**src/rtl/jtframe_romarb_pkg.sv**
```systemverilog
// Shared definitions for the ROM arbiter.
//   state_t : arbiter FSM encoding (IDLE / WAIT_ACK / WAIT_RDY)
//   clog2   : width of a grant index for n requesters (never below 1 bit)
package jtframe_romarb_pkg;

    typedef enum logic [1:0] {
        ST_IDLE     = 2'd0,
        ST_WAIT_ACK = 2'd1,
        ST_WAIT_RDY = 2'd2
    } state_t;

    function automatic int clog2(input int n);
        int w;
        w = 1;
        while ((1 << w) < n) w++;
        return w;
    endfunction

endpackage

```
**src/rtl/jtframe_romarb_slot.sv**
```systemverilog
// One-entry ROM cache for a single requester.
// Ports:
//   clk, rst_n  : clock, asynchronous active-low reset
//   flush       : clears the valid bit on this edge and masks the hit right away
//   cs, addr    : requester chip select and address, compared against the tag
//   fill        : write tag/data from the SDRAM side on this edge
//   fill_keep   : valid value written by a fill (0 when the fill must be discarded)
//   fill_addr   : tag to store (the latched SDRAM address)
//   fill_data   : data to store
//   hit         : cs & valid & tag match & ~flush (combinational from registers)
//   data        : stored data, always visible
module jtframe_romarb_slot #(
    parameter int AW = 18,
    parameter int DW = 8
) (
    input  logic          clk,
    input  logic          rst_n,
    input  logic          flush,
    input  logic          cs,
    input  logic [AW-1:0] addr,
    input  logic          fill,
    input  logic          fill_keep,
    input  logic [AW-1:0] fill_addr,
    input  logic [DW-1:0] fill_data,
    output logic          hit,
    output logic [DW-1:0] data
);

    logic          valid;
    logic [AW-1:0] tag;

    always_ff @(posedge clk or negedge rst_n) begin
        if (!rst_n) begin
            valid <= 1'b0;
            tag   <= '0;
            data  <= '0;
        end else begin
            if (fill) begin
                tag  <= fill_addr;
                data <= fill_data;
            end
            // A flush on the same edge as a fill always wins.
            if (flush)     valid <= 1'b0;
            else if (fill) valid <= fill_keep;
        end
    end

    assign hit = cs & valid & (tag == addr) & ~flush;

endmodule

```
**src/rtl/jtframe_romarb.sv**
```systemverilog
// Shares one SDRAM ROM read port between N requesters, each with a one-entry cache.
// Build option: define JTFRAME_ROMARB_FIXPRIO_EN for fixed priority (lowest index
// wins, pointer held at 0); otherwise misses are granted round-robin.
// Ports:
//   clk, rst_n            : clock, asynchronous active-low reset
//   flush                 : invalidate every cache entry
//   req_cs   [N]          : per-requester chip select
//   req_addr [N*AW]       : requester i at [i*AW+:AW]
//   req_ok   [N]          : combinational hit, feeds the CPU wait-state generator
//   req_data [N*DW]       : requester i at [i*DW+:DW]
//   sdram_req, sdram_addr : registered read request toward the SDRAM
//   sdram_ack, sdram_rdy  : SDRAM accept pulse and data-valid pulse
//   sdram_data            : read data, valid with sdram_rdy
//   st_dbg                : current FSM state (state_t encoding)
//
// SDRAM handshake: sdram_req rises with sdram_addr and both hold steady until the
// cycle sdram_ack is seen; req drops on that edge. Exactly one sdram_rdy pulse then
// returns the data, possibly in the very cycle of sdram_ack. There is no timeout.
module jtframe_romarb
    import jtframe_romarb_pkg::*;
#(
    parameter int N  = 2,
    parameter int AW = 18,
    parameter int DW = 8
) (
    input  logic            clk,
    input  logic            rst_n,
    input  logic            flush,
    input  logic [N-1:0]    req_cs,
    input  logic [N*AW-1:0] req_addr,
    output logic [N-1:0]    req_ok,
    output logic [N*DW-1:0] req_data,
    output logic            sdram_req,
    output logic [AW-1:0]   sdram_addr,
    input  logic            sdram_ack,
    input  logic            sdram_rdy,
    input  logic [DW-1:0]   sdram_data,
    output logic [1:0]      st_dbg
);

    localparam int GW = clog2(N);

    state_t        state, state_nx;
    logic [GW-1:0] grant, grant_nx;
    logic [GW-1:0] ptr, ptr_nx;
    logic [GW-1:0] pick, idx;
    logic          found;
    logic          dirty, dirty_nx;
    logic          req_nx;
    logic [AW-1:0] addr_nx;
    logic          fill;
    logic [N-1:0]  hit, miss, fill_sel;
    logic [AW-1:0] addr_arr [N];

    for (genvar i = 0; i < N; i++) begin : g_slot
        assign addr_arr[i] = req_addr[i*AW +: AW];
        assign fill_sel[i] = fill && (grant == GW'(i));

        jtframe_romarb_slot #(.AW(AW), .DW(DW)) u_slot (
            .clk       (clk),
            .rst_n     (rst_n),
            .flush     (flush),
            .cs        (req_cs[i]),
            .addr      (addr_arr[i]),
            .fill      (fill_sel[i]),
            .fill_keep (~(dirty | flush)),
            .fill_addr (sdram_addr),
            .fill_data (sdram_data),
            .hit       (hit[i]),
            .data      (req_data[i*DW +: DW])
        );
    end

    assign req_ok = hit;
    assign miss   = req_cs & ~hit;
    assign st_dbg = state;

    // First missing requester at or after ptr, wrapping around.
    always_comb begin
        found = 1'b0;
        pick  = '0;
        idx   = '0;
        for (int k = 0; k < N; k++) begin
            idx = GW'((int'(ptr) + k) % N);
            if (!found && miss[idx]) begin
                found = 1'b1;
                pick  = idx;
            end
        end
    end

    always_comb begin
        state_nx = state;
        req_nx   = sdram_req;
        addr_nx  = sdram_addr;
        grant_nx = grant;
        ptr_nx   = ptr;
        // Any flush between grant and fill poisons the fill.
        dirty_nx = dirty | flush;
        fill     = 1'b0;
        case (state)
            ST_IDLE: begin
                if (found) begin
                    state_nx = ST_WAIT_ACK;
                    req_nx   = 1'b1;
                    addr_nx  = addr_arr[pick];
                    grant_nx = pick;
                    dirty_nx = flush;
`ifdef JTFRAME_ROMARB_FIXPRIO_EN
                    ptr_nx   = '0;
`else
                    ptr_nx   = (int'(pick) == N-1) ? '0 : pick + 1'b1;
`endif
                end
            end
            ST_WAIT_ACK: begin
                if (sdram_ack) begin
                    req_nx = 1'b0;
                    if (sdram_rdy) begin
                        fill     = 1'b1;
                        state_nx = ST_IDLE;
                    end else begin
                        state_nx = ST_WAIT_RDY;
                    end
                end
            end
            ST_WAIT_RDY: begin
                if (sdram_rdy) begin
                    fill     = 1'b1;
                    state_nx = ST_IDLE;
                end
            end
            default: begin
                state_nx = ST_IDLE;
                req_nx   = 1'b0;
            end
        endcase
    end

    always_ff @(posedge clk or negedge rst_n) begin
        if (!rst_n) begin
            state      <= ST_IDLE;
            sdram_req  <= 1'b0;
            sdram_addr <= '0;
            grant      <= '0;
            ptr        <= '0;
            dirty      <= 1'b0;
        end else begin
            state      <= state_nx;
            sdram_req  <= req_nx;
            sdram_addr <= addr_nx;
            grant      <= grant_nx;
            ptr        <= ptr_nx;
            dirty      <= dirty_nx;
        end
    end

endmodule
```
**config.mk**
```make
export PLATFORM = sky130hd
export DESIGN_NAME = jtframe_romarb
export DESIGN_NICKNAME = d
export VERILOG_FILES = /design/src/rtl/jtframe_romarb_pkg.sv /design/src/rtl/jtframe_romarb_slot.sv /design/src/rtl/jtframe_romarb.sv
export SDC_FILE = /design/constraint.sdc
export NUM_CORES = 1
export LEC_CHECK = 0
export CAP_MARGIN = 20
export CORE_MARGIN = 5
export CORE_UTILIZATION = 45
export DETAILED_ROUTE_END_ITERATION = 16
export PLACE_DENSITY = 0.87
export SYNTH_ARGS = -nofsm -noshare
export SYNTH_HDL_FRONTEND = slang
export SYNTH_HIERARCHICAL = 1
export SYNTH_SLANG_ARGS = --single-unit
```
**constraint.sdc**
```tcl
create_clock -name clk -period 2 [get_ports clk]
set_clock_uncertainty 0.1 [all_clocks]
set_input_delay 0.2 -clock clk [delete_from_list [all_inputs] [get_ports clk]]
set_output_delay 0.2 -clock clk [all_outputs]
set_load 0.01 [all_outputs]
```
After elaboration in Yosys (flattened, before gate mapping)
Cells that the tools add are included.
{"block": "classes", "muxes": 29, "order_cmp": 3, "n_eq_ne": 7, "n_bitwise": 14, "n_addsub": 2, "n_reduce_logical": 10}
{"op": "18-bit 2-to-1 mux", "n": 3}
{"op": "18-bit == test", "n": 2}
{"op": "1-bit 2-to-1 mux", "n": 19}
{"op": "2-bit 2-to-1 mux", "n": 4}
{"op": "1-bit bitwise AND", "n": 6}
{"op": "2-bit != test, second input constant", "n": 3}
{"op": "2-bit one-hot mux with 3 select lines", "n": 1}
{"op": "3-bit AND reduction", "n": 2}
{"op": "1-bit by 2-bit less-than comparator with 1-bit output, second input constant", "n": 2}
{"op": "1-bit NOT", "n": 4}
{"op": "2-bit nonzero test", "n": 2}
{"op": "1-bit logical AND", "n": 3}
{"op": "1-bit one-hot mux with 3 select lines", "n": 1}
{"op": "1-bit adder, second input constant", "n": 2}
{"op": "2-bit bitwise AND", "n": 1}
{"op": "2-bit by 1-bit == test with 1-bit output, second input constant", "n": 1}
{"op": "2-bit == test, second input constant", "n": 1}
{"op": "2-bit >= comparator, second input constant", "n": 1}
{"op": "2-bit zero test", "n": 1}
{"op": "1-bit NOT with 2-bit output", "n": 1}
{"op": "2-bit NOT", "n": 1}
{"op": "1-bit one-hot mux with 2 select lines", "n": 1}
{"op": "2-bit AND reduction", "n": 1}
{"op": "1-bit zero test", "n": 1}
{"op": "1-bit OR", "n": 1}
{"block": "word_totals", "reg_bits": 78, "output_inout_bits": 39, "in_bits": 51, "word_cells": 77}

Depth between registers and ports, before layout
{"block": "depth", "ltp_word": 15, "depth_mapped": 8}

Modules after synthesis
The synthesis kept the hierarchy.
{"mod": "jtframe_romarb_slot", "instances": 2, "cells_each": 84, "area_per_inst_um2": 1211.2}
{"mod": "jtframe_romarb", "instances": 1, "cells_each": 116, "area_per_inst_um2": 1265.0}

Least setup slack after synthesis
Ideal clock, no wire load.
{"block": "synth_path", "kind": "register to register", "startpoint": "register g_slot[0].u_slot.tag[16]", "endpoint": "register sdram_addr[0]", "required_ns": 1.774, "path_buffers": 1, "synth_period_minus_slack_ns": 2.432, "path_stages_with_launch": 9, "path_slack_ns": -0.432, "t_arrival_ns": 2.206, "path_cell_list": "dfrtp_1 xor2_1 nor4_1 nand4_1 nor4_2 nand2b_4 a211oi_4 buf_6 a221o_1"}
{"block": "synth_via", "elab_chain_len": 15}
{"element": "from (decl)", "line_no": "jtframe_romarb_slot.sv:30", "rtl": "logic [AW-1:0] tag;"}
{"element": "from (signal assigned)", "line_no": "jtframe_romarb_slot.sv:39", "rtl": "tag <= fill_addr;"}
{"element": "18-bit == test *", "line_no": "jtframe_romarb_slot.sv:48", "rtl": "assign hit = cs & valid & (tag == addr) & ~flush;"}
{"element": "1-bit bitwise AND * (2 in series)", "line_no": "jtframe_romarb_slot.sv:48"}
{"element": "via req_ok[0]", "line_no": "jtframe_romarb.sv:31", "rtl": "output logic [N-1:0] req_ok,"}
{"element": "2-bit NOT *", "line_no": "jtframe_romarb.sv:75", "rtl": "assign miss = req_cs & ~hit;"}
{"element": "2-bit bitwise AND *", "line_no": "jtframe_romarb.sv:75"}
{"element": "1-bit 2-to-1 mux (not written as such) (2 in series)", "line_no": "jtframe_romarb.sv:85", "rtl": "if (!found && miss[idx]) begin"}
{"element": "1-bit 2-to-1 mux", "line_no": "jtframe_romarb.sv:85"}
{"element": "1-bit zero test", "line_no": "jtframe_romarb.sv:85"}
{"element": "1-bit logical AND", "line_no": "jtframe_romarb.sv:85"}
{"element": "1-bit 2-to-1 mux", "line_no": "jtframe_romarb.sv:85"}
{"element": "1-bit NOT with 2-bit output (not written as such)", "line_no": "jtframe_romarb.sv:106", "rtl": "addr_nx = addr_arr[pick];"}
{"element": "18-bit 2-to-1 mux (not written as such) (3 in series)", "line_no": "jtframe_romarb.sv:106"}
{"element": "to (signal assigned)", "line_no": "jtframe_romarb.sv:151", "rtl": "sdram_addr <= addr_nx;"}
{"element": "to (decl)", "line_no": "jtframe_romarb.sv:34", "rtl": "output logic [AW-1:0] sdram_addr,"}
Mark *: on every way through the listed nets, which the timed path passes. The rest lies on a longest branch. The select of a mux whose other input is x is not followed.
A chain may end at the register's enable or synchronous reset.

Final worst setup path
{"block": "layout_path", "startpoint": "register g_slot[1].u_slot.tag[16]", "endpoint": "register sdram_addr[2]"}
{"block": "layout_via", "elab_chain_len": 15}
{"element": "from (decl)", "line_no": "jtframe_romarb_slot.sv:30"}
{"element": "from (signal assigned)", "line_no": "jtframe_romarb_slot.sv:39"}
{"element": "18-bit == test *", "line_no": "jtframe_romarb_slot.sv:48"}
{"element": "1-bit bitwise AND * (2 in series)", "line_no": "jtframe_romarb_slot.sv:48"}
{"element": "2-bit NOT *", "line_no": "jtframe_romarb.sv:75"}
{"element": "2-bit bitwise AND *", "line_no": "jtframe_romarb.sv:75"}
{"element": "1-bit 2-to-1 mux (not written as such) (2 in series)", "line_no": "jtframe_romarb.sv:85"}
{"element": "1-bit 2-to-1 mux", "line_no": "jtframe_romarb.sv:85"}
{"element": "1-bit zero test", "line_no": "jtframe_romarb.sv:85"}
{"element": "1-bit logical AND", "line_no": "jtframe_romarb.sv:85"}
{"element": "1-bit 2-to-1 mux", "line_no": "jtframe_romarb.sv:85"}
{"element": "1-bit NOT with 2-bit output (not written as such)", "line_no": "jtframe_romarb.sv:106"}
{"element": "18-bit 2-to-1 mux (not written as such) (3 in series)", "line_no": "jtframe_romarb.sv:106"}
Mark *: on every way between the ends. The rest lies on a longest branch, timed or not. The select of a mux whose other input is x is not followed.

==> flow_metrics.tcl <==
set metrics [dict create \
    vias_per_cell 5.53 \
    grt_pass1_vias 3208 \
    synthCells 284 \
    setup.worst_path.start_class "flip-flop" \
    fin_nets 464 \
    routed_wirelength_um 10200 \
    hold_viol_final 0 \
    timing.rr.end "sdram_addr[2]" \
    status "finished with violations" \
    ys_ff_latch 78 \
    synth_edf_count 0 \
    gp_congestion 0.797 \
    clock.fmax_mhz 419 \
    tightest_slew_ps 437 \
    crit_top_cell "buf_4" \
    cp-startpoint "g_slot[1].u_slot/tag[16]" \
    overflow 0 \
    ant_nets 0 \
    critPathMaxStageDelay_ps 400 \
    place_hpwl_um 6930 \
    cap_viol_max_count 0 \
    top_signal_layer_used "met4" \
    grt_antenna_before_repair 0 \
    cp.required_ps 2190 \
    setup_violations 26 \
    wl_met3_um 787 \
    r2r-start "g_slot[1].u_slot/tag[16]" \
    cts_sinks 78 \
    power_uw 7720 \
    fillers 586 \
    post-route-period-util_pct 119 \
    path_max_fanout 8 \
    stdcell_area_um2 5410 \
    clkTransAtPathRegs_ps 90 \
    syn-num-nets 338 \
    dr.pass1.iters 4 \
    initial_core_util_pct 45.6 \
    ys_async_sr_fraction_pct 100 \
    die-area_um2 10100 \
    path_delay_family "simple AND/OR/NAND/NOR gates" \
    vias 2873 \
    synthToLayoutAreaGrowth_pct 46.7 \
    die_y_um 101 \
    netlist.area_leader.share_pct 52.9 \
    p_per_area_nw_per_um2 1430 \
    cts_buffers 9 \
    critPathBufInv 2 \
    reg2reg_depth 9 \
    m1WireLength_um 4010 \
    synth_flop_cell "dfrtp_1" \
    dieWidth_um 101 \
    first_iter_violations 242 \
    synth_top_area_cell "dfrtp_1" \
    finalWorstSetupSlack_ps -389 \
    cts_tree "built" \
    synth.distinct_cells 35 \
    grt_pass1_wl_um 16100 \
    clk_latency_ps 350 \
    placed_area_um2 4940 \
    track_usage_pct 20.7 \
    io_pins 90 \
    seq_area_frac_synth_pct 52.9 \
    ys_warn_count 6 \
    finalMaxSlewViolations 0 \
    wl_met2_um 5110 \
    clockBufferDepth 2 \
    diodes 0 \
    post_drt_wl_per_cell_um 19.6 \
    core_area_um2 8090 \
    slew-limit-headroom_pct 70.9 \
    synth_area_per_cell_um2 13.0 \
    multi_input_area_um2 1810 \
    setup.worst_path.class "reg2reg" \
    grt_start_max_net_pins 47 \
    clockRootBuffer "clkbuf_8" \
    drc 0 \
    crit_arrival_ps 2580 \
    grt_setup_unrepaired "true" \
    regArea_um2 1950 \
    p_leak_uw 0.00230 \
    ir_drop_v 0.000809 \
    fin_crit_ps 2390 \
    r2r_slack_ps -390 \
    crit_chain "xor2_1, nor4_2, nand4_1, nor4_4, buf_4, nor2b_2, a211oi_4, buf_4, a221o_1" \
    drive_gt1_share_pct 27.7 \
    portBuffers 89 \
    cp-end-kind "flip-flop" \
    num_rows 33 \
    ctsHtreeMaxLevel 3 \
    yosys-top-cells-area "dfrtp_1 53%, mux2_1 10%, xnor2_1 6.2%" \
    holdCritPathClass "in2async" \
    synth.cell_area_um2 3690 \
    failed_checks "negative setup slack" \
    slowest_stage "dfrtp_1" \
]
[where the power goes]
part | total (uW) | leakage (uW) | switching, uW | internal [uW]
Clock | 1370 | 0.000116 | 595 | 771
Combinational | 3480 | 0.00121 | 1500 | 1980
Sequential | 2870 | 0.000978 | 575 | 2300
Total | 7720 | 0.00230 | 2670 | 5050
[sequential cells by signal, summed over array words and instances (netlist names)]
signal	cells
st_dbg	2
sdram_addr	18
g_slot.u_slot/valid	2
g_slot.u_slot/data	16
g_slot.u_slot/tag	36
grant	1
ptr	1
dirty	1
sdram_req	1
[cell families after synthesis]
kind of cell / after synthesis / share of synthesized area [%]
adder cells (fa/ha/maj): 3 / 1.02
buffers and inverters: 17 / 3.16
XOR/XNOR: 36 / 8.55
flip-flops: 78 / 52.9
AND/OR/NAND/NOR: 66 / 10.0
AO/OA/AOI/OAI: 29 / 7.60
multiplexers: 55 / 16.7
[synth_stat cells, types with 2 or more instances]
cell and number:
mux2_2 18, inv_1 3, nand2_1 22, o32a_1 2, nor4_2 2, mux2_1 34
nor2_1 3, a21o_1 3, a221o_1 18, nor4_1 2, xnor2_1 26, ha_1 3
nor2b_1 2, clkbuf_8 2, nor3_2 2, mux2i_1 3, a211oi_1 2, buf_2 8
nand3_1 2, nand4_1 6, buf_6 3, dfrtp_1 78, nor3_1 19, xor2_1 10
[cell usage in the layout (no fill, tap or decap), types with 2 or more instances in the layout]
| cell | count |
|---|---|
| nand2_1 | 21 |
| nor2_1 | 3 |
| nor3_2 | 16 |
| mux2i_1 | 3 |
| nor4_4 | 3 |
| a221o_1 | 18 |
| mux2_1 | 34 |
| nor3_1 | 5 |
| bufinv_16 | 2 |
| nor2b_1 | 2 |
| nand3_1 | 2 |
| nand2b_4 | 2 |
| buf_12 | 4 |
| xor2_1 | 9 |
| buf_6 | 3 |
| o32a_1 | 2 |
| mux2_2 | 18 |
| a21o_1 | 2 |
| dfrtp_1 | 78 |
| xnor2_1 | 26 |
| buf_4 | 32 |
| nand4_1 | 6 |
| nor3b_4 | 2 |
| ha_2 | 2 |
| inv_2 | 2 |
| a211oi_2 | 2 |
| clkdlybuf4s50_1 | 86 |
| clkbuf_8 | 11 |
[stage by stage]
step                      worst slack, ps  std cells  TNS, ps  utilization (%)  hold WS [ps]
final                                -389        520    -8660             66.8           236
after global routing                 -477        520   -11510             66.8           272
after CTS                            -316        515    -6690             65.6           243
after detailed placement             -694        492   -15930             61.0          69.8
after global placement               -617        492   -15090             61.0          66.6
after floorplan                      -171        284    -2290                -          -196
[final cells by class]
cell class                      instances  share of cell area (%)
Inverter                                3                   0.208
Timing Repair Buffer                  129                    23.6
Multi-Input combinational cell        189                    33.4
Clock buffer                           11                    2.80
Sequential cell                        78                    36.1
Clock inverter                          5                    1.50
Tap cell                              105                    2.43
[metal layers]
| layer | track usage, % | up-vias |
|---|---|---|
| li1 | - | 1277 |
| met3 | 6.78 | 19 |
| met4 | 8.70 | 0 |
| met5 | 0 | - |
| met1 | 24.9 | 1461 |
| met2 | 34.3 | 116 |
[repair_timing]
| item | 4_1_cts | 5_1_grt |
|---|---|---|
| buffers inserted | 6 | 5 |
| cloned | 1 | 1 |
| hold buffers | 1 | 0 |
| setup endpoints to repair | 26 | 63 |
| gates resized for setup | 23 | 15 |
| hold endpoints to repair | 32 | 0 |
| pin swaps | 12 | 3 |
[worst max path at each step]
stage                endpoint  slack [ps]  cells past startpoint
2_1_floorplan   sdram_addr[1]        -170                      8
3_3_place_gp   sdram_addr[17]        -620                      9
3_5_place_dp    sdram_addr[4]        -690                      8
4_1_cts         sdram_addr[2]        -320                      9
5_1_grt         sdram_addr[2]        -480                      9
6_report        sdram_addr[2]        -390                      9
(Power assumes the default switching activity.)
